## config.mk

```make
export PLATFORM = sky130hd
export DESIGN_NAME = dmem_access_stage_flat
export DESIGN_NICKNAME = d
export VERILOG_FILES = /design/src/rtl/dmem_stage_pkg.sv /design/src/rtl/dmem_access_stage_if.sv /design/src/rtl/dmem_timeout_ctr.sv /design/src/rtl/dmem_access_stage.sv /design/src/flat_wrapper.sv
export SDC_FILE = /design/constraint.sdc
export NUM_CORES = 1
export LEC_CHECK = 0
export CORE_ASPECT_RATIO = 0.5
export CORE_MARGIN = 4
export CORE_UTILIZATION = 26
export DETAILED_ROUTE_END_ITERATION = 6
export MAX_ROUTING_LAYER = met4
export SYNTH_ARGS = -nofsm -noshare
export SYNTH_HDL_FRONTEND = slang
export SYNTH_SLANG_ARGS = --single-unit
```

## constraint.sdc

```tcl
create_clock -name Clk -period 2.8 [get_ports Clk]
set_input_delay 0.84 -clock Clk [delete_from_list [all_inputs] [get_ports Clk]]
set_output_delay 0.84 -clock Clk [all_outputs]
set_load 0.02 [all_outputs]
```

## src/rtl/dmem_stage_pkg.sv

```systemverilog
`default_nettype none
// +----------------------------------------------------------------------+
// | Module      : dmem_stage_pkg                                         |
// | Description : Shared state encoding and defaults for the MEM stage.  |
// | Revision    : 1.0 - initial release                                  |
// +----------------------------------------------------------------------+
package dmem_stage_pkg;

   typedef enum logic [0:0] {
      ST_IDLE     = 1'b0,
      ST_WAIT_ACK = 1'b1
   } state_t;

   localparam int c_TIMEOUT_CYCLES = 16;

endpackage
`default_nettype wire

```

## src/rtl/dmem_access_stage_if.sv

```systemverilog
`default_nettype none
// +----------------------------------------------------------------------+
// | Module      : dmem_access_stage_if                                   |
// | Description : Data-memory req/ack port between MEM stage and memory. |
// | Revision    : 1.0 - initial release                                  |
// +----------------------------------------------------------------------+
interface dmem_access_stage_if;

   logic        MemReq;
   logic        MemWe;
   logic [31:0] MemAddr;
   logic [31:0] MemWData;
   logic        MemAck;
   logic [31:0] MemRData;

   modport master (
      output MemReq, MemWe, MemAddr, MemWData,
      input  MemAck, MemRData
   );

   modport slave (
      input  MemReq, MemWe, MemAddr, MemWData,
      output MemAck, MemRData
   );

endinterface
`default_nettype wire

```

## src/rtl/dmem_timeout_ctr.sv

```systemverilog
`default_nettype none
// +----------------------------------------------------------------------+
// | Module      : dmem_timeout_ctr                                       |
// | Description : Clear/enable cycle counter with terminal-count flag.   |
// | Revision    : 1.0 - initial release                                  |
// +----------------------------------------------------------------------+
module dmem_timeout_ctr
   import dmem_stage_pkg::*;
#(
   parameter int TIMEOUT_CYCLES = c_TIMEOUT_CYCLES,
   parameter int CNT_W          = 5
) (
   input  wire logic Clk,
   input  wire logic Reset,
   input  wire logic clr,
   input  wire logic en,
   output logic      expire_tc
);

   localparam logic [CNT_W-1:0] c_TC = CNT_W'(TIMEOUT_CYCLES - 1);

   logic [CNT_W-1:0] r_count;

   always_ff @(posedge Clk or negedge Reset) begin
      if (!Reset) begin
         r_count <= '0;
      end else if (clr) begin
         r_count <= '0;
      end else if (en) begin
         r_count <= r_count + 1'b1;
      end
   end

   assign expire_tc = (r_count == c_TC);

endmodule
`default_nettype wire

```

## src/rtl/dmem_access_stage.sv

```systemverilog
`default_nettype none
// +----------------------------------------------------------------------+
// | Module      : dmem_access_stage                                      |
// | Description : Pipeline MEM stage: word load/store over req/ack bus,  |
// |               ALU passthrough, alignment and bus-timeout errors.     |
// | Revision    : 1.0 - initial release                                  |
// +----------------------------------------------------------------------+
module dmem_access_stage
   import dmem_stage_pkg::*;
#(
   parameter int TIMEOUT_CYCLES = c_TIMEOUT_CYCLES,
   parameter int CNT_W          = 5
) (
   input  wire logic               Clk,
   input  wire logic               Reset,
   input  wire logic [31:0]        ExResult,
   input  wire logic [4:0]         ExDst,
   input  wire logic               ExWriteBack,
   input  wire logic [31:0]        ExStoreVal,
   input  wire logic               ExMemRead,
   input  wire logic               ExMemWrite,
   output logic                    Stall,
   dmem_access_stage_if.master     mem,
   output logic [31:0]             WbResult,
   output logic [4:0]              WbDst,
   output logic                    WbWriteBack,
   output logic                    AlignErr,
   output logic                    BusErr
);

   state_t      r_state;
   logic [31:0] r_wb_result;
   logic [4:0]  r_wb_dst;
   logic        r_wb_we;
   logic        r_align_err;
   logic        r_bus_err;
   logic [31:0] r_addr;
   logic [31:0] r_wdata;
   logic        r_we;
   logic [4:0]  r_dst;
   logic        r_wb_flag;

   logic w_memop;
   logic w_aligned;
   logic w_idle;
   logic w_wait;
   logic w_start;
   logic w_tc;
   logic w_expire;

   assign w_memop   = ExMemRead | ExMemWrite;
   assign w_aligned = (ExResult[1:0] == 2'b00);
   assign w_idle    = (r_state == ST_IDLE);
   assign w_wait    = (r_state == ST_WAIT_ACK);
   assign w_start   = w_idle & w_memop & w_aligned;
   assign w_expire  = w_wait & ~mem.MemAck & w_tc;

   dmem_timeout_ctr #(
      .TIMEOUT_CYCLES (TIMEOUT_CYCLES),
      .CNT_W          (CNT_W)
   ) u_timeout_ctr (
      .Clk       (Clk),
      .Reset     (Reset),
      .clr       (w_start),
      .en        (w_wait & ~mem.MemAck),
      .expire_tc (w_tc)
   );

   // Gated by reset so upstream is never held while the stage is being reset.
   assign Stall = Reset & (w_start | (w_wait & ~mem.MemAck & ~w_expire));

   always_ff @(posedge Clk or negedge Reset) begin
      if (!Reset) begin
         r_state     <= ST_IDLE;
         r_wb_result <= '0;
         r_wb_dst    <= '0;
         r_wb_we     <= 1'b0;
         r_align_err <= 1'b0;
         r_bus_err   <= 1'b0;
         r_addr      <= '0;
         r_wdata     <= '0;
         r_we        <= 1'b0;
         r_dst       <= '0;
         r_wb_flag   <= 1'b0;
      end else begin
         r_align_err <= 1'b0;
         r_bus_err   <= 1'b0;
         case (r_state)
            ST_IDLE: begin
               if (!w_memop) begin
                  r_wb_result <= ExResult;
                  r_wb_dst    <= ExDst;
                  r_wb_we     <= ExWriteBack & (ExDst != 5'd0);
               end else if (!w_aligned) begin
                  r_align_err <= 1'b1;
                  r_wb_we     <= 1'b0;
               end else begin
                  r_addr    <= ExResult;
                  r_wdata   <= ExStoreVal;
                  r_we      <= ExMemWrite;
                  r_dst     <= ExDst;
                  r_wb_flag <= ExWriteBack;
                  r_wb_we   <= 1'b0;
                  r_state   <= ST_WAIT_ACK;
               end
            end
            ST_WAIT_ACK: begin
               // Ack has priority over the terminal count in the same cycle.
               if (mem.MemAck) begin
                  if (!r_we) begin
                     r_wb_result <= mem.MemRData;
                     r_wb_dst    <= r_dst;
                     r_wb_we     <= r_wb_flag & (r_dst != 5'd0);
                  end else begin
                     r_wb_we <= 1'b0;
                  end
                  r_state <= ST_IDLE;
               end else if (w_tc) begin
                  r_bus_err <= 1'b1;
                  r_wb_we   <= 1'b0;
                  r_state   <= ST_IDLE;
               end else begin
                  r_wb_we <= 1'b0;
               end
            end
            default: r_state <= ST_IDLE;
         endcase
      end
   end

   assign mem.MemReq   = w_wait;
   assign mem.MemWe    = r_we;
   assign mem.MemAddr  = r_addr;
   assign mem.MemWData = r_wdata;
   assign WbResult     = r_wb_result;
   assign WbDst        = r_wb_dst;
   assign WbWriteBack  = r_wb_we;
   assign AlignErr     = r_align_err;
   assign BusErr       = r_bus_err;

endmodule
`default_nettype wire

```

## src/flat_wrapper.sv

```systemverilog
// flat-port wrapper written by rule: the top's interface ports become plain ports
module dmem_access_stage_flat import dmem_stage_pkg::*;
#(
   parameter int TIMEOUT_CYCLES = c_TIMEOUT_CYCLES,
   parameter int CNT_W          = 5
)
  (Clk, Reset, ExResult, ExDst, ExWriteBack, ExStoreVal, ExMemRead, ExMemWrite, Stall, WbResult, WbDst, WbWriteBack, AlignErr, BusErr, mem_MemReq, mem_MemWe, mem_MemAddr, mem_MemWData, mem_MemAck, mem_MemRData);
  dmem_access_stage_if mem_i ();
  input  wire logic Clk;
  input  wire logic Reset;
  input  wire logic [31:0] ExResult;
  input  wire logic [4:0] ExDst;
  input  wire logic ExWriteBack;
  input  wire logic [31:0] ExStoreVal;
  input  wire logic ExMemRead;
  input  wire logic ExMemWrite;
  output logic Stall;
  output logic [31:0] WbResult;
  output logic [4:0] WbDst;
  output logic WbWriteBack;
  output logic AlignErr;
  output logic BusErr;
  output wire logic [$bits(mem_i.MemReq)-1:0] mem_MemReq;
  output wire logic [$bits(mem_i.MemWe)-1:0] mem_MemWe;
  output wire logic [$bits(mem_i.MemAddr)-1:0] mem_MemAddr;
  output wire logic [$bits(mem_i.MemWData)-1:0] mem_MemWData;
  input wire logic [$bits(mem_i.MemAck)-1:0] mem_MemAck;
  input wire logic [$bits(mem_i.MemRData)-1:0] mem_MemRData;
  assign mem_MemReq = mem_i.MemReq;
  assign mem_MemWe = mem_i.MemWe;
  assign mem_MemAddr = mem_i.MemAddr;
  assign mem_MemWData = mem_i.MemWData;
  assign mem_i.MemAck = mem_MemAck;
  assign mem_i.MemRData = mem_MemRData;
  dmem_access_stage #(.TIMEOUT_CYCLES(TIMEOUT_CYCLES), .CNT_W(CNT_W)) u_core (.Clk(Clk), .Reset(Reset), .ExResult(ExResult), .ExDst(ExDst), .ExWriteBack(ExWriteBack), .ExStoreVal(ExStoreVal), .ExMemRead(ExMemRead), .ExMemWrite(ExMemWrite), .Stall(Stall), .mem(mem_i), .WbResult(WbResult), .WbDst(WbDst), .WbWriteBack(WbWriteBack), .AlignErr(AlignErr), .BusErr(BusErr));
endmodule
```

==> impl_metrics.ini, run 1 <==
[outcome]
status = completed

[global_routing]
grt_first_pass_wirelength_um = 20600
grt_pass1_vias = 3805
grt.met1_usage_pct = 14.2
use_met3_pct = 3.90
antenna_found_initial = 0
grt_remaining_overflow = 0
grt_busiest_layer = met2
groute.layer.met2.usage_pct = 22.3
grt_use_total_pct = 12.6
grt_max_degree = 78

[place]
gp_routability_congestion = 0.750
io_buffers = 213
dp_slack_ns = -0.408
dp.cells = 784
place_area_um2 = 7370
dp_hpwl_um = 9130

[cts]
cts_root_buf = clkbuf_16
htree_levels = 4
clock_path_buffers = 2
cts_resized = 8
post-cts-setup-buffers = 0
hold_buffers = 0
cts_tree = yes
insertion_delay_ns = 0.40
clkSlewWorstSetupHoldPaths_ns = 0.05
numCtsBuffers = 17
numClockSinks = 117

[timing]
grt_setup_unrepaired = no
drv_slew = 0
setup_ws_ns = 0.0969
max-slew-margin-rel_pct = 30.5
hold_viol = 0
fin_crit_sh_pct = 96.5
worst_pin_slew_ns = 1.04
skew_ns = 0.00690
timing.fmax_mhz = 370
setup_viol = 0
post-route-min-period_ns = 2.70

[run]
drv_cap = 0

[power_and_ir_drop]
p_leak_nw = 3.22
finalPower_mw = 6.69
ir_drop_v = 0.000448
p_per_area_nw_per_um2 = 841

[final_layout]
final.fill_count = 1717
drive_above_1_share_pct = 31.8
syn2layout_area_growth_pct = 61.4
antenna-diode-count = 0
layout.nets = 653
fin_area_um2 = 7950
fin_cells = 815

[critical_path]
path_max_fanout = 2
critPathArrivalTime_ns = 1.86
crit_path_start_kind = input port
crit_path_top_delay_cell = clkdlybuf4s50_1
path_cells = clkdlybuf4s50_1 -> nor2_2 -> nor4_4 -> o21a_1 -> buf_2
rrSetupSlack_ns = 0.62
critPathRequiredTime_ns = 1.96
crit_type = in2out
crit_path_end_kind = output pin
cpPeakStageDelay_ns = 0.50

[floorplan]
initial_core_util_pct = 26.7
dieHeight_um = 105
core_um2 = 18500
dieArea_um2 = 21300
io_pins = 214
num_rows = 35
die_width_um = 203

[routing]
drcViolationCount = 0
ant_nets = 0
vias = 3410
routed_wl_um = 13000
vias_per_cell = 4.18
drt_first_pass_iters = 5
wire_per_inst_um = 16.0
drt_iter0_markers = 110

[worst_hold_path]
hold_path.class = reg2reg

[yosys]
netlist_area_um2 = 4930
synth_seq_area_share_pct = 59.4
syn_inst = 317
ys_ff_latch = 117
yosys.cell_types.count = 29
ys_warn_count = 0
syn_avg_cell_area_um2 = 15.5
synth_fp_nets = 426
## critical path, delay by kind of cell
kind	cells	cell delay, ns
compound gates	1	0.15
simple gates	2	0.21
buf+inv	2	0.65
## routing by layer
metal	wire, um	up-vias
li1	-	1593
met1	5430	1745
met2	7020	66
met3	463	6
met4	99	0
met5	0	-
## path summary, 6_finish.rpt
check / startpoint / to / cells past startpoint
worst max-delay path: ExMemWrite / Stall / 5
worst min-delay path: u_core.mem.MemAddr[6] / u_core.mem.MemAddr[6] / 1
worst max register to register: u_core.mem.MemReq / u_core.mem.MemAddr[30] / 3
worst min register to register: u_core.mem.MemAddr[6] / u_core.mem.MemAddr[6] / 1
max in group asynchronous: Reset / u_core.mem.MemAddr[0] / 3
min in group asynchronous: Reset / u_core.WbResult[2] / 2
## layout by cell type, fill, tap and decap left out, types with 2 or more instances in the layout
cell type        count
inv_1                2
clkinvlp_4           2
or4_1                2
ha_1                 2
nor3_1               2
mux2_1              13
clkbuf_1             4
clkbuf_16           17
o21ai_0              2
nor2_2               2
dlygate4sd2_1        2
a21oi_1              4
clkinv_2             3
dfrtp_1            116
nand2_1              3
nor2_1               3
buf_4               11
nor2b_1              3
clkdlybuf4s50_1    209
nand3b_1             2
mux2_2             130
bufinv_16            3
nand2b_1             2
## per-stage QoR
step	utilization, %	hold WS (ns)	setup TNS (ns)
final	43.0	0.483	0
after global routing	43.0	0.513	0
after CTS	43.0	0.488	0
after detailed placement	39.9	0.475	-17.97
after global placement	39.9	0.470	-17.27
after floorplan	-	0.473	0
## registers in the layout (all words and copies together), names as in the netlist
| register | count |
|---|---|
| u_core.WbDst | 5 |
| u_core.WbWriteBack | 1 |
| u_core.mem.MemWe | 1 |
| u_core.BusErr | 1 |
| u_core.WbResult | 32 |
| u_core.r_wb_flag | 1 |
| u_core.u_timeout_ctr.r_count | 5 |
| u_core.mem.MemAddr | 32 |
| u_core.mem.MemReq | 1 |
| u_core.mem.MemWData | 32 |
| u_core.AlignErr | 1 |
| u_core.r_dst | 5 |
## cell families after synthesis
kind of cell	count (synthesis)	synth area share (%)
compound gates	8	1.19
xor+xnor	2	0.356
fa+ha+maj	2	0.508
buf+inv	18	2.31
flops	117	59.4
mux	143	32.7
simple gates	27	3.51
## power by group
part	total (mW)	switching, mW	internal (mW)
Sequential	2.33	0.213	2.12
Combinational	2.17	0.975	1.19
Clock	2.18	0.769	1.42
Total	6.69	1.96	4.73
## cells in the mapped netlist, drive strengths merged
cell	instances	area (um2)
a21oi	4	20.0
a31oi	1	21.3
and2	1	6.26
and3	1	6.26
and4b	1	10.0
buf	16	106
dfrtp	117	2930
ha	2	25.0
inv	2	7.51
mux2	143	1610
nand2	3	11.3
nand2b	2	12.5
nand3	1	5.00
nand3b	2	15.0
nor2	5	18.8
nor2b	3	18.8
nor3	3	20.0
nor4	1	21.3
o21a	1	7.51
o21ai	2	10.0
or2	1	6.26
or3	1	6.26
or4	2	15.0
xnor2	1	8.76
xor2	1	8.76
## area by class of cell
| class | count | area (um2) | share of cell area [%] |
|---|---|---|---|
| Clock inverter | 9 | 129 | 1.62 |
| Timing Repair Buffer | 224 | 2220 | 27.9 |
| Clock buffer | 22 | 454 | 5.71 |
| Tap cell | 259 | 324 | 4.08 |
| Multi-Input combinational cell | 182 | 1890 | 23.8 |
| Inverter | 2 | 7.51 | 0.0944 |
| Sequential cell | 117 | 2930 | 36.8 |
Note: power is estimated with default switching activity, not from simulation.
==> run 2, diff against run 1 <==
--- a/config.mk
+++ b/config.mk
@@ -13,3 +13,4 @@
 export SYNTH_ARGS = -nofsm -noshare
 export SYNTH_HDL_FRONTEND = slang
 export SYNTH_SLANG_ARGS = --single-unit
+export TNS_END_PERCENT = 50
==> results of run 2 <==
Final layout, timing and power as in run 1 (identical DEF).
==> run 3, diff against run 2 <==
--- a/config.mk
+++ b/config.mk
@@ -12,5 +12,6 @@
 export MAX_ROUTING_LAYER = met4
 export SYNTH_ARGS = -nofsm -noshare
 export SYNTH_HDL_FRONTEND = slang
+export SYNTH_HIERARCHICAL = 1
 export SYNTH_SLANG_ARGS = --single-unit
 export TNS_END_PERCENT = 50
==> impl_metrics.ini, run 3 <==
[outcome]
status = completed

[timing]
timing.fmax_mhz = 361
post-route-min-period_ns = 2.77
setup_viol = 0
hold_viol = 0
drv_slew = 0
skew_ns = 0.00784
fin_crit_sh_pct = 98.9
max-slew-margin-rel_pct = 37.4
timing.hold.ws_ns = 0.481
worst_pin_slew_ns = 0.939
grt_setup_unrepaired = yes

[yosys]
synthMuxAreaShare_pct = 33.0
synth_xor_area_share_pct = 0.177
netlist_area_um2 = 4960
synth_compound_area_share_pct = 1.29
netlist.area_leader.share_pct = 59.1
synthAdderAreaFrac_pct = 0.505
yosys.cell_types.count = 31
ys_ff_latch = 117
synthSimpleGateAreaFrac_pct = 3.05
ys_warn_count = 6
synthFlopType = dfrtp_1
syn_inst = 314
yosysMostFrequentCell = dfrtp_1
synth_seq_area_share_pct = 59.1
yosysTopAreaCell = dfrtp_1
synth-edff-count = 0
async_flop_share_pct = 100
synth_area_leaders = dfrtp_1 (59%), mux2_2 (19%), mux2_1 (13%)
synthTopCellsByCount = dfrtp_1 (117), mux2_2 (84), mux2_1 (59)
synth_top_family_by_area = multiplexers
synth_fp_nets = 423
syn_avg_cell_area_um2 = 15.8

[routing]
vias_per_cell = 4.17
drcViolationCount = 0
ant_nets = 0
wire_per_inst_um = 17.0
drt_iter0_markers = 100
vias = 3400
routed_wl_um = 13800
drt_first_pass_iters = 4

[floorplan]
num_rows = 35
initial_core_util_pct = 26.7
dieHeight_um = 106
io_pins = 214
dieArea_um2 = 21500
die_width_um = 203
core_um2 = 18600

[power_and_ir_drop]
p_per_area_nw_per_um2 = 839
finalPower_mw = 6.71
ir_drop_v = 0.000465
p_leak_nw = 3.28

[final_layout]
final.fill_count = 1769
fin_area_um2 = 7990
post-route-util_pct = 43.1
layout_common_cells = clkdlybuf4s50_1 (211), dfrtp_1 (116), mux2_2 (84)
antenna-diode-count = 0
drive_above_1_share_pct = 25.0
layout_commonest_cell = clkdlybuf4s50_1
layout.nets = 653
syn2layout_area_growth_pct = 61.3

[worst_hold_path]
min_from = u_core/mem.MemWData[15]
hold-path-endpoint = u_core/mem.MemWData[15]
hold_depth = 1
hold_path.class = reg2reg

[global_routing]
grt_use_total_pct = 13.4
antenna_found_initial = 0
grt_pass1_vias = 3679
grt_first_pass_wirelength_um = 21800
grt_remaining_overflow = 0
grt_max_degree = 79

[cts]
insertion_delay_ns = 0.40
clkSlewWorstSetupHoldPaths_ns = 0.05
numCtsBuffers = 17
hold_buffers = 0
numClockSinks = 117
htree_levels = 4
cts_tree = yes
cts_root_buf = clkbuf_16
clock_path_buffers = 2

[place]
place_area_um2 = 7400
io_buffers = 213
gp_routability_congestion = 0.767
dp_hpwl_um = 9910

[critical_path]
reg2reg_from = u_core/mem.MemReq
crit_start = ExResult[1]
critPathRequiredTime_ns = 1.96
path_max_fanout = 2
critPathArrivalTime_ns = 1.93
crit_path_start_kind = input port
rrSetupSlack_ns = 0.70
crit_path_end_kind = output pin
ff2ff_path_depth = 5
crit_type = in2out
worstReg2RegEnd = u_core/WbDst[1]

[run]
drv_cap = 0
-- run 3: cell types whose count changed after synthesis, moves of 3 or more --
cell	change
a21oi_1	-3
buf_2	-6
buf_6	+4
mux2_1	+46
mux2_2	-46
-- run 3: power breakdown --
group	switching [mW]	total, mW	internal (mW)
logic	1.00	2.18	1.18
clock network	0.766	2.20	1.43
registers	0.208	2.33	2.12
total	1.98	6.71	4.73
-- run 3: cells by family after synthesis --
kind of cell	Yosys count
buf+inv	19
compound gates	7
fa+ha+maj	2
mux	145
xor+xnor	1
simple gates	23
flops	117
-- run 3: critical path, cell delays in order --
cell             delay [ns]
clkdlybuf4s50_1        0.46
nor4_4                 0.31
o21a_1                 0.16
buf_2                  0.16
-- run 3: how the worst max path moves through the flow --
stage	to	slack (ns)	depth (start not counted)
4_1_cts	Stall	0.05	4
5_1_grt	Stall	-0.04	4
3_3_place_gp	Stall	-0.36	4
3_5_place_dp	Stall	-0.40	4
2_1_floorplan	Stall	0.26	4
6_report	Stall	0.03	4
-- run 3: timing repair --
item,CTS,global route
buffers inserted,0,0
setup endpoints to repair,1,2
gates resized for setup,5,1
hold endpoints to repair,0,0
-- run 3: layout make-up --
cell class                 instances  area (um2)  area share, %
sequential                       117        2930           36.6
timing repair buffer             228        2250           28.2
inverter                           2        7.51         0.0939
multi-input combinational        178        1890           23.6
clock inverter                    10         130           1.63
clock buffer                      21         460           5.76
tap                              259         324           4.05
-- run 3: stage by stage --
stage | instances | setup slack (ns) | TNS [ns]
3_5_place_dp | 784 | -0.401 | -16.99
6_report | 815 | 0.0300 | 0
4_1_cts | 815 | 0.0534 | 0
2_1_floorplan | 314 | 0.264 | 0
3_3_place_gp | 784 | -0.357 | -14.93
5_1_grt | 815 | -0.0411 | -0.0411
-- run 3: routing by layer --
layer  vias up  GRT usage (%)  routed length, um
li1       1585              -                  -
met1      1736           15.5               5720
met2        61           23.2               7420
met3        18           2.95                411
met4         0           4.95                275
met5         -              -                  0
